==> src/rtl/column_result_fifo_array_pkg.sv <==
// column_result_fifo_array_pkg: default geometry shared by the result FIFO bank
package column_result_fifo_array_pkg;
  localparam int DATA_SIZE  = 16;
  localparam int ARRAY_SIZE = 9;
  localparam int FIFO_DEPTH = 16;
endpackage

==> src/rtl/column_fifo.sv <==
// column_fifo: one show-ahead FIFO; w_clk/reset(active-low)/clear in, wr_en/wr_data push, rd_en pop, rd_data head, is_empty/is_full/overflow/underflow status
module column_fifo
  import column_result_fifo_array_pkg::*;
#(
  parameter int data_size  = DATA_SIZE,
  parameter int fifo_depth = FIFO_DEPTH
) (
  input  logic                 w_clk,
  input  logic                 reset,
  input  logic                 clear,
  input  logic                 wr_en,
  input  logic [data_size-1:0] wr_data,
  input  logic                 rd_en,
  output logic [data_size-1:0] rd_data,
  output logic                 is_empty,
  output logic                 is_full,
  output logic                 overflow,
  output logic                 underflow
);
  localparam int pw = $clog2(fifo_depth) + 1;
  logic [pw-1:0] r_wr_ptr, r_rd_ptr;
  logic [data_size-1:0] r_mem [fifo_depth];
  logic r_overflow, r_underflow;
  logic w_push, w_pop;
  always_comb begin
    is_empty  = r_wr_ptr == r_rd_ptr;
    is_full   = (r_wr_ptr[pw-2:0] == r_rd_ptr[pw-2:0]) && (r_wr_ptr[pw-1] != r_rd_ptr[pw-1]);
    w_pop     = rd_en && !is_empty;
    // a pop on a full FIFO frees the slot this push lands in
    w_push    = wr_en && (!is_full || rd_en);
    rd_data   = is_empty ? '0 : r_mem[r_rd_ptr[pw-2:0]];
    overflow  = r_overflow;
    underflow = r_underflow;
  end
  always_ff @(posedge w_clk)
    if (!reset || clear) begin
      r_wr_ptr    <= '0;
      r_rd_ptr    <= '0;
      r_overflow  <= 1'b0;
      r_underflow <= 1'b0;
    end else begin
      r_wr_ptr    <= r_wr_ptr + pw'(w_push);
      r_rd_ptr    <= r_rd_ptr + pw'(w_pop);
      r_overflow  <= r_overflow | (wr_en && is_full && !rd_en);
      r_underflow <= r_underflow | (rd_en && is_empty);
    end
  always_ff @(posedge w_clk)
    if (reset && !clear && w_push) r_mem[r_wr_ptr[pw-2:0]] <= wr_data;
endmodule

==> src/rtl/column_result_fifo_array.sv <==
// column_result_fifo_array: bank of per-column show-ahead result FIFOs; wr_*/rd_* and status flags are packed one lane per column
module column_result_fifo_array
  import column_result_fifo_array_pkg::*;
#(
  parameter int data_size  = DATA_SIZE,
  parameter int array_size = ARRAY_SIZE,
  parameter int fifo_depth = FIFO_DEPTH
) (
  input  logic                            w_clk,
  input  logic                            reset,
  input  logic                            clear,
  input  logic [array_size-1:0]           wr_en,
  input  logic [array_size*data_size-1:0] wr_data,
  input  logic [array_size-1:0]           rd_en,
  output logic [array_size*data_size-1:0] rd_data,
  output logic [array_size-1:0]           is_empty,
  output logic [array_size-1:0]           is_full,
  output logic [array_size-1:0]           overflow,
  output logic [array_size-1:0]           underflow
);
  for (genvar g = 0; g < array_size; g++) begin : g_col
    column_fifo #(.data_size(data_size), .fifo_depth(fifo_depth)) u_fifo (
      .w_clk    (w_clk),
      .reset    (reset),
      .clear    (clear),
      .wr_en    (wr_en[g]),
      .wr_data  (wr_data[g*data_size +: data_size]),
      .rd_en    (rd_en[g]),
      .rd_data  (rd_data[g*data_size +: data_size]),
      .is_empty (is_empty[g]),
      .is_full  (is_full[g]),
      .overflow (overflow[g]),
      .underflow(underflow[g])
    );
  end
endmodule

==> config.mk <==
export PLATFORM = sky130hd
export DESIGN_NAME = column_result_fifo_array
export DESIGN_NICKNAME = d
export VERILOG_FILES = /design/src/rtl/column_result_fifo_array_pkg.sv /design/src/rtl/column_fifo.sv /design/src/rtl/column_result_fifo_array.sv
export SDC_FILE = /design/constraint.sdc
export NUM_CORES = 2
export LEC_CHECK = 0
export ABC_CLOCK_PERIOD_IN_PS = 4470
export BUFFER_PORTS_ARGS = -buffer_cell sky130_fd_sc_hd__buf_4
export CORE_MARGIN = 3
export CORE_UTILIZATION = 55
export DETAILED_ROUTE_END_ITERATION = 16
export GPL_TIMING_DRIVEN = 1
export HOLD_SLACK_MARGIN = 0.05
export PLACE_DENSITY_LB_ADDON = 0.05
export RECOVER_POWER = 50
export SYNTH_ARGS = -nofsm -noshare
export SYNTH_HDL_FRONTEND = slang
export SYNTH_SLANG_ARGS = --single-unit
==> constraint.sdc <==
create_clock -name w_clk -period 4.47 [get_ports w_clk]
set_input_delay 0.6705 -clock w_clk [delete_from_list [all_inputs] [get_ports w_clk]]
set_output_delay 0.6705 -clock w_clk [all_outputs]
set_load 0.05 [all_outputs]
==> impl_metrics.py <==
metrics = {
    "cts": {
        "cts_setup_buffers": 0,
        "cts.root.buffer_cell": "clkbuf_16",
        "cts_tree": "yes",
        "hold_buffers": 82,
        "clk_path_buf_depth": 3,
        "clk_pin_slew_ns": 0.06,
        "cts_made_buffers": 235,
        "cts_resized": 0,
        "clkLatencyLatePin_ns": 0.88,
        "h-tree-depth": 4,
        "clkSinkCount": 2412,
    },
    "floorplanning": {
        "io_pins": 345,
        "rows": 150,
        "initial_core_util_pct": 55.6,
        "die_h_um": 418,
        "die_w_um": 418,
        "coreArea_um2": 168000,
        "dieArea_um2": 175000,
    },
    "place": {
        "portBuffers": 344,
        "dp_hpwl_um": 123000,
        "gp_congestion": 0.772,
        "dpl_worst_slack_ns": 1.33,
    },
    "routing": {
        "drt_iter0_markers": 4066,
        "vias": 45500,
        "wl_um": 210000,
        "vias_per_cell": 6.15,
        "first_pass_iters": 7,
        "detail-route-antenna-nets": 0,
        "wl_per_cell_um": 28.4,
        "drt_drc_violations_left": 0,
    },
    "global_route": {
        "grt_max_degree": 67,
        "grt_pass1_vias": 46700,
        "grt_pass1_wl_um": 311000,
        "grt_antenna_before_repair": 21,
        "grt_usage_pct": 24.4,
        "grt_overflow": 0,
    },
    "worst_setup_path": {
        "slowest_delay_ns": 0.80,
        "timing.critical_path.to_type": "output pin",
        "worstRegToRegCells": 6,
        "critPathMaxFanout": 17,
        "cp.arrival_ns": 3.30,
        "critPathMostFrequentCell": "buf_4",
        "startpoint_type": "register",
        "crit_slowest_cell": "nor2_1",
        "crit_required_ns": 3.80,
        "path_cells": "xnor2_1 -> nand4_1 -> nor2_1 -> buf_4 -> a21oi_1 -> buf_4",
        "path_class": "register to output pin",
    },
    "cells_and_area": {
        "syn_to_final_growth_pct": 15.1,
        "fillCellCount": 11600,
        "final_nets": 5175,
        "drive_gt1_share_pct": 29.0,
    },
    "logic_synthesis": {
        "synth_common_cells": "edfxtp_1 (2304), mux4_2 (576), a22oi_1 (288)",
        "synth-seq-cells": 2412,
        "avgSynthCellArea_um2": 21.3,
        "synth_edf_count": 2304,
        "yosysUniqueCellTypes": 49,
        "ys_seq_area_share_pct": 76.5,
        "ys_warn_count": 0,
        "synth_area_leader_cell": "edfxtp_1",
        "synth_top_area_share_pct": 74.2,
        "syn_nets": 4576,
        "syn-instance-count": 4375,
        "synthArstFlopShare_pct": 0,
        "syn_area_um2": 93300,
        "synth.most_common_cell": "edfxtp_1",
        "synthTopCellsByArea": "edfxtp_1 (74%), mux4_2 (14%), a22oi_1 (2.3%)",
        "synth_ff_type": "edfxtp_1",
    },
    "sta": {
        "fin_crit_sh_pct": 88.8,
        "fin_ws_ns": 0.501,
        "finalSetupViolCount": 0,
        "relSlewSlack_pct": 5.04,
        "skew_ns": 0.0317,
        "fin_hold_ws_ns": 0.161,
        "worst_pin_slew_ns": 1.41,
        "fin_tns_setup_ns": 0,
        "rsz0062_at_grt": "false",
        "clock.fmax_mhz": 252,
        "final_hold_viol_count": 0,
        "min_period_ns": 3.97,
        "drv_slew": 0,
    },
    "power": {
        "vdd_ir_drop_max_v": 0.000400,
        "p_leak_nw": 33.4,
        "power_density_nw_per_um2": 426,
    },
    "run_status": {
        "status": "finished, final reports clean",
    },
    "flow_run": {
        "drv_cap": 0,
    },
    "min_path": {
        "hold_path_class": "primary input to register",
        "hold_depth": 3,
    },
}
[critical path, delay by kind of cell (launching register included)]
family / cells / cell delay, ns
DFF: 1 / 0.57
xor gates and xnor gates: 1 / 0.17
buffers and inverters: 2 / 0.58
AOI/OAI and AO/OA: 1 / 0.11
and+or+nand+nor: 2 / 1.01
[placed cells by master, fill, tap and decap left out, types with 17 or more instances in the layout]
cell and instances:
a21oi_1 138, a22oi_1 288, and2_1 54, buf_4 395
bufinv_16 24, clkbuf_1 223, clkbuf_16 238, clkinv_1 55
clkinv_2 47, dfxtp_1 90, dlygate4sd3_1 82, edfxtp_1 2304
ha_1 36, inv_1 23, mux4_2 576, nand2_1 38
nand3_1 40, nand3b_1 17, nor2_1 90, nor2b_1 27
nor3_2 89, nor4_2 31, xnor2_1 51, xor2_1 53
[metrics by stage]
step	instance area, um^2	total power [W]	utilization [%]	cells
detailed placement	99600	0.0268	59.4	6859
floorplan	93300	0.0261	-	4375
global placement	99600	0.0268	59.4	6859
finish	107000	0.0457	64.0	7394
CTS	108000	0.0462	64.4	7378
global route	107000	0.0472	64.0	7384
[area by class of cell]
type / count / area [um^2] / area share (%)
inverters: 23 / 86.3 / 0.0804
flip-flops and latches: 2412 / 71400 / 66.5
repair buffers: 666 / 4760 / 4.43
multi-input cells: 1636 / 20700 / 19.3
diodes: 16 / 40.0 / 0.0373
clock buffers: 291 / 6180 / 5.76
clock inverters: 146 / 1420 / 1.32
well taps: 2204 / 2760 / 2.57
[cell families (layout without fill, tap and decap cells)]
family,Yosys count,in the layout,synth area share (%)
muxes,576,576,13.9
adders and majority gates,36,36,0.483
other,0,16,0
AOI/OAI and AO/OA,454,454,3.32
xor gates and xnor gates,104,104,0.976
DFF,2412,2412,76.5
and+or+nand+nor,466,466,2.75
buffers and inverters,327,1126,2.09
[state kept, by name (all words and copies together) (netlist names)]
signal and count:
g_col.u_fifo.r_mem 2304, g_col.u_fifo.r_rd_ptr 45, g_col.u_fifo.r_wr_ptr 45, g_col.u_fifo.overflow 9
g_col.u_fifo.underflow 9
[final timing paths]
check,from,end,slack [ns]
worst max register to register,g_col[7].u_fifo.r_rd_ptr[0]$_SDFF_PP0_,g_col[7].u_fifo.r_mem[8][14]$_DFFE_PP_,1.01
worst max-delay path,g_col[7].u_fifo.r_rd_ptr[0]$_SDFF_PP0_,rd_data[112],0.50
worst min register to register,g_col[5].u_fifo.overflow$_SDFF_PP0_,g_col[5].u_fifo.overflow$_SDFF_PP0_,0.47
worst min-delay path,wr_en[3],g_col[3].u_fifo.overflow$_SDFF_PP0_,0.16
[layer usage]
metal	track usage, %	vias to the layer above	wire length, um
met5	0	-	13
met1	33.9	24200	85200
met3	4.16	304	13100
met2	39.9	1484	105000
met4	8.09	2	6720
li1	-	19500	-
[power breakdown]
group          internal (W)  switching [W]
combinational      0.000459        0.00102
sequential           0.0248      0.0000440
clock                0.0112        0.00819
total                0.0364        0.00926
Note: power is estimated with default switching activity, not from simulation.
